$ cat src/rtl/bcd_scan_display.sv
// Multiplexed 7-segment scan driver with per-frame digit snapshot and dash rendering of nibbles 10-15.
// Optional leading-zero blanking is compiled in when LEADING_ZERO_BLANK_EN is defined.
module bcd_scan_display #(
  parameter int DIGITS   = 4,
  parameter int PRESCALE = 1000
) (
  input  logic                  clk,
  input  logic                  rstn,
  input  logic                  en,
  input  logic [4*DIGITS-1:0]   digits_in,
  input  logic [DIGITS-1:0]     dp_in,
  output logic [6:0]            seg_n,
  output logic                  dp_n,
  output logic [DIGITS-1:0]     an_n,
  output logic                  frame_done
);

  localparam int PW = $clog2(PRESCALE);
  localparam int IW = (DIGITS > 1) ? $clog2(DIGITS) : 1;
  localparam logic [PW-1:0] PRE_LAST = PW'(PRESCALE - 1);
  localparam logic [IW-1:0] IDX_LAST = IW'(DIGITS - 1);

  logic [PW-1:0]        r_pre;
  logic [IW-1:0]        r_idx;
  logic [4*DIGITS-1:0]  r_snap_d;
  logic [DIGITS-1:0]    r_snap_dp;

  logic                 w_pre_wrap;
  logic                 w_idx_wrap;
  logic                 w_frame_start;
  logic [3:0]           w_cur_digit;
  logic                 w_cur_dp;
  logic                 w_lz_blank;
  logic                 w_lit;

  function automatic logic [6:0] seg_decode(input logic [3:0] d);
    logic [6:0] s;
    case (d)
      4'd0:    s = 7'b1000000;
      4'd1:    s = 7'b1111001;
      4'd2:    s = 7'b0100100;
      4'd3:    s = 7'b0110000;
      4'd4:    s = 7'b0011001;
      4'd5:    s = 7'b0010010;
      4'd6:    s = 7'b0000010;
      4'd7:    s = 7'b1111000;
      4'd8:    s = 7'b0000000;
      4'd9:    s = 7'b0010000;
      default: s = 7'b0111111;
    endcase
    return s;
  endfunction

  always_comb begin
    w_pre_wrap    = (r_pre == PRE_LAST);
    w_idx_wrap    = (r_idx == IDX_LAST);
    w_frame_start = en && (r_pre == '0) && (r_idx == '0);
    w_cur_digit   = 4'd0;
    w_cur_dp      = 1'b0;
    for (int k = 0; k < DIGITS; k++) begin
      if (r_idx == IW'(k)) begin
        w_cur_digit = r_snap_d[4*k +: 4];
        w_cur_dp    = r_snap_dp[k];
      end
    end
  end

`ifdef LEADING_ZERO_BLANK_EN
  // Walk from the most significant digit down; a digit is blank only while every digit above it is a bare zero.
  always_comb begin
    logic run;
    run        = 1'b1;
    w_lz_blank = 1'b0;
    for (int k = DIGITS - 1; k >= 0; k--) begin
      run = run && (r_snap_d[4*k +: 4] == 4'd0) && !r_snap_dp[k];
      if ((k != 0) && (r_idx == IW'(k))) begin
        w_lz_blank = run;
      end
    end
  end
`else
  always_comb begin
    w_lz_blank = 1'b0;
  end
`endif

  // The first cycle of each slot stays dark so the anode switch never shows the previous digit's segments.
  always_comb begin
    w_lit = en && (r_pre != '0) && !w_lz_blank;
  end

  always_ff @(posedge clk or negedge rstn) begin
    if (!rstn) begin
      r_pre     <= '0;
      r_idx     <= '0;
      r_snap_d  <= '0;
      r_snap_dp <= '0;
    end else if (en) begin
      if (w_frame_start) begin
        r_snap_d  <= digits_in;
        r_snap_dp <= dp_in;
      end
      if (w_pre_wrap) begin
        r_pre <= '0;
        r_idx <= w_idx_wrap ? '0 : r_idx + 1'b1;
      end else begin
        r_pre <= r_pre + 1'b1;
      end
    end
  end

  always_ff @(posedge clk or negedge rstn) begin
    if (!rstn) begin
      seg_n      <= 7'h7F;
      dp_n       <= 1'b1;
      an_n       <= '1;
      frame_done <= 1'b0;
    end else begin
      frame_done <= en && w_idx_wrap && w_pre_wrap;
      if (w_lit) begin
        seg_n <= seg_decode(w_cur_digit);
        dp_n  <= ~w_cur_dp;
        an_n  <= ~(DIGITS'(1) << r_idx);
      end else begin
        seg_n <= 7'h7F;
        dp_n  <= 1'b1;
        an_n  <= '1;
      end
    end
  end

endmodule

$ cat config.mk
export PLATFORM = sky130hd
export DESIGN_NAME = bcd_scan_display
export DESIGN_NICKNAME = d
export VERILOG_FILES = /design/src/rtl/bcd_scan_display.sv
export SDC_FILE = /design/constraint.sdc
export NUM_CORES = 1
export LEC_CHECK = 0
export ABC_AREA = 1
export CAP_MARGIN = 0
export CORE_MARGIN = 2
export CORE_UTILIZATION = 48
export CTS_CLUSTER_SIZE = 8
export DETAILED_ROUTE_END_ITERATION = 6
export GPL_TIMING_DRIVEN = 0
export PLACE_DENSITY = 0.82
export SLEW_MARGIN = 20
export SYNTH_ARGS = -nofsm -noshare
export SYNTH_HDL_FRONTEND = slang
export SYNTH_SLANG_ARGS = --single-unit
$ cat constraint.sdc
create_clock -name clk -period 1.85 [get_ports clk]
set_clock_uncertainty 0.15 [all_clocks]
set_input_delay 0.4625 -clock clk [delete_from_list [all_inputs] [get_ports clk]]
set_output_delay 0.4625 -clock clk [all_outputs]
set_load 0.02 [all_outputs]
# After elaboration in Yosys (flattened, before gate mapping)
# Memories as Yosys holds them, arrays and structs flattened.
# Index checks and enable logic that the tools add are counted.
[word_totals]
regBits = 45
romBits = 112
inputBits = 23
elab_cells = 41
mem_count = 1
[op_classes]
add_sub_neg = 2
n_eq_ne = 4
shifts = 1
muxes = 13
n_bitwise = 2
reduce_logical = 10
[memory_table]
columns = ["memory", "words", "width", "read_ports", "rd_ports_with_merged_regs", "wr", "line_no", "source"]
rows = [
  ["(name not given)", 16, 7, 1, 0, 0, "38", "case (d)"],
]
[ops]
columns = ["op", "n"]
rows = [
  ["two-way mux 4 bit", 5],
  ["adder 10 x 1 -> 10 bit (second input constant)", 1],
  ["== test 10 bit (second input constant)", 1],
  ["logical NOT 10 bit", 1],
  ["two-way mux 10 bit", 1],
  ["nonzero test 10 bit", 1],
  ["two-way mux 7 bit", 1],
  ["logical AND 1 bit", 5],
  ["two-way mux 1 bit", 5],
  ["== test 2 bit (second input constant)", 2],
  ["NOT 4 bit", 1],
  ["AND reduction 2 bit", 2],
  ["left shift 1 x 2 -> 4 bit (first input constant)", 1],
  ["adder 2 x 1 -> 2 bit (second input constant)", 1],
  ["== test 2 x 1 -> 1 bit (second input constant)", 1],
  ["logical NOT 2 bit", 1],
  ["two-way mux 2 bit", 1],
  ["NOT 1 bit", 1],
]

# Logic depth before layout (Yosys ltp)
[logic_depth]
depth_word = 7
ltp_mapped = 14
depth_no_buf = 14

# Least setup slack after synthesis
# OpenSTA, ideal clock, no wires.
[synth_timing]
path_type = "flip-flop to flip-flop"
start = "register r_idx[0]"
end = "register seg_n[3]"
setup_ns = 0.060
t_arrival_ns = 1.689
path_slack_ns = -0.050
path_stages_with_launch = 14
path_cell_list = "dfrtp_1 -> inv_1 -> ha_1 -> buf_2 -> a21oi_1 -> nand2_1 -> nand2_1 -> inv_1 -> ha_1 -> inv_1 -> nand2_1 -> nand2_1 -> nand2_1 -> nand2_1"
[synth_via]
elab_chain_cells = 7
elab_cells_between_ends = 10
classes_between = "eq/ne (3); mux (5); reduce/logical (1); memory (1)"
[synth_rtl]
columns = ["element", "line_no", "source"]
rows = [
  ["start: declaration", "24", "logic [IW-1:0] r_idx;"],
  ["start signal: assignment", "105", "r_idx <= w_idx_wrap ? '0 : r_idx + 1'b1;"],
  ["logical NOT 2 bit", "61", "if (r_idx == IW'(k)) begin"],
  ["two-way mux 4 bit (3 in series)", "61", ""],
  ["two-way mux 4 bit (*)", "61", ""],
  ["memory read (16 x 7 bit) (*)", "n/a", ""],
  ["two-way mux 7 bit (*)", "120", "if (w_lit) begin"],
  ["end signal: assignment", "121", "seg_n <= seg_decode(w_cur_digit);"],
  ["end: declaration", "12", "output logic [6:0] seg_n,"],
]
# Mark *: on every way between the ends. The rest lies on a longest branch, timed or not.
# A chain may end at the register's enable or synchronous reset.

# Worst setup path after layout
# Same ends and word-level chain as after synthesis.

==> results.ini <==
[sta]
hold_viol=0
tns_ps=0
whs_ps=0.627
fmax_mhz=548
rsz0062_at_grt=yes
finalSetupViolCount=0
slew_violations=0
tightest_slew_ps=557
fin_crit_sh_pct=98.7
slew_headroom_pct=62.9
fin_crit_ps=1830

[logic_synthesis]
yosys_warnings=0
synth_cell_types=33
ys_ff_latch=45
syn-num-nets=305
yosysMostFrequentCell=nand2_1
syn_avg_cell_area_um2=8.36
postSynth.asyncResetShare_pct=100
synth_top_area_cell=dfrtp_1
synth_edf_count=0
synthesis.instances=275
ys_top_cells_by_count=90 x nand2_1, 33 x dfrtp_1, 28 x inv_1, 19 x o21ai_0, 15 x nand3_1
ys.flop_type=dfrtp_1
netlist.area_leader.share_pct=35.9
syn_area_um2=2300
synthTopCellsByArea=dfrtp_1 36%, nand2_1 15%, dfstp_2 14%, inv_1 4.6%, o21ai_0 4.1%
yosysSeqAreaShare_pct=49.6

[detailed_routing]
postRouteWirelength_um=5020
highest_layer=met4
post-route-drc-count=0
dr_wl_met2_um=2500
via_count=1981
first_pass_iters=4
wl_met1_um=2190
dr_wl_met3_um=239
drtIter0Drc=106
antenna_left=0
via_per_inst=5.25
avgRoutedWirePerCell_um=13.3

[setup_path]
rr_startpoint=r_idx[0]$_DFFE_PN0P_
end_kind=flip-flop
worst-path-max-fanout=6
critPathRequiredTime_ps=1930
crit_start=r_idx[0]$_DFFE_PN0P_
startpoint_type=flip-flop
criticalPathCategory=reg -> reg
cp_data_arrival_time_ps=1900

[clock_network]
clkLatencyLatePin_ps=290
cts_sinks=45
tritoncts=done
root_buffer=clkbuf_8
htree_levels=2
hold_buffers=0
path_clk_slew_ps=80
clockBufferDepth=2
cts-buffers-inserted=5

[cells_and_area]
fin_nets=352
layoutNonFillerInstCount=377
fillers=380
diodes=0
syn2layout_area_growth_pct=29.3
drive_gt1_share_pct=22.3
final_area_um2=2970

[placed_design]
numPortBuffers=34
gp_congestion=0.937
placed_cells=364
dpl_cell_area_um2=2740
place_hpwl_um=3570

[die]
coreArea_um2=4660
std_cell_rows=25
fp.dieArea_um2=5360
pin_count=36
start_util_pct=49.3
die-width_um=73.2
die_h_um=73.2

[global_route]
antenna_found_initial=0
grt_overflow=0
grt_pass1_wl_um=7940
grt_max_degree=24
grt_pass1_vias=1794
grt_use_total_pct=19.1

[worst_hold_path]
hold_class=in -> async

[job]
cap_violations=0

[status]
outcome=finished clean

[power]
power_w=0.00252
p_per_area_nw_per_um2=848
irDropWorstVdd_v=0.000416
leakage_nw=1.46

==> logic make-up (layout without fill, tap and decap cells) <==
logic type	after synthesis	count (layout)	synth area share, %
buffers and inverters	39	87	8.06
AOI/OAI and AO/OA	40	40	9.58
DFF	45	45	49.6
and+or+nand+nor	142	142	28.1
xor gates and xnor gates	2	2	0.762
adders and majority gates	7	7	3.81
==> layer usage <==
metal / track usage, % / vias up
li1: - / 979
met1: 25.8 / 937
met2: 30.9 / 57
met3: 4.28 / 8
met4: 5.14 / 0
met5: 0 / -
==> state kept, by name, summed over array words and instances (netlist names) <==
signal	flops
an_n	4
dp_n	1
frame_done	1
r_idx	2
r_pre	10
r_snap_d	16
r_snap_dp	4
seg_n	7
==> metrics by stage <==
stage          setup slack (ps)  util (%)
3_5_place_dp               -195      58.7
3_3_place_gp               -944      58.3
2_1_floorplan              9.64         -
4_1_cts                   -92.5      60.6
5_1_grt                   -82.6      63.8
6_report                   24.9      63.8
==> path summary, 6_finish.rpt <==
check	to	cells after the start	slack, ps
setup reg to reg	seg_n[3]$_DFF_PN1_	12	20
hold reg to reg	dp_n$_DFF_PN1_	1	310
hold / removal	r_snap_d[6]$_DFFE_PN0P_	1	0.6
setup / recovery	seg_n[3]$_DFF_PN1_	12	20
max in group asynchronous	an_n[1]$_DFF_PN1_	2	970
min in group clk	r_pre[1]$_DFFE_PN0P_	2	290
==> critical path, cell delays in order (launching register included) <==
cell and delay, ps:
dfrtp_2 450, buf_6 130, ha_4 180, a21oi_2 150, nand2_2 90, nand2_2 80, nand2_4 60, ha_4 270
inv_2 20, nand2_1 50, nand2_1 40, nand2_1 50, nand2_1 40
==> timing repair <==
| action | CTS | global route |
|---|---|---|
| cloned | 0 | 0 |
| pin swaps | 2 | 11 |
| resized for setup | 16 | 32 |
| hold endpoints to repair | 0 | 0 |
| buffers inserted | 1 | 4 |
| endpoints found under the setup margin | 22 | 31 |
==> cell type report <==
class	count	area [µm²]	share of cell area [%]
Tap cell	54	67.6	2.27
Inverter	32	126	4.25
Buffer	7	76.3	2.57
Sequential cell	45	1140	38.5
Clock buffer	8	90.1	3.03
Timing Repair Buffer	40	388	13.0
Multi-Input combinational cell	191	1080	36.3
==> placed cells by master (no fill, tap or decap), types with 2 or more instances in the layout <==
cell and n:
nor2_1 10, buf_4 5, a21oi_2 4, clkbuf_1 2, clkdlybuf4s50_1 20, dfstp_2 12
inv_4 2, a21oi_1 5, inv_2 5, nor2_2 2, nand3_2 2, dfrtp_1 30
o21ai_1 8, buf_6 4, nor3_1 10, dfrtp_2 3, ha_1 2, nand4_1 5
ha_4 4, buf_2 2, o21ai_0 19, nand2_2 7, dlygate4sd2_1 13, clkbuf_8 6
inv_1 24, nand3_1 14, buf_8 2, xor2_1 2, nand2_1 82, nand2_4 4
==> power by group <==
| part | switching, W | internal, W |
|---|---|---|
| sequential | 0.000139 | 0.00112 |
| combinational | 0.000387 | 0.000253 |
| clock | 0.000312 | 0.000305 |
| total | 0.000838 | 0.00168 |
Note: power is estimated with default switching activity, not from simulation.
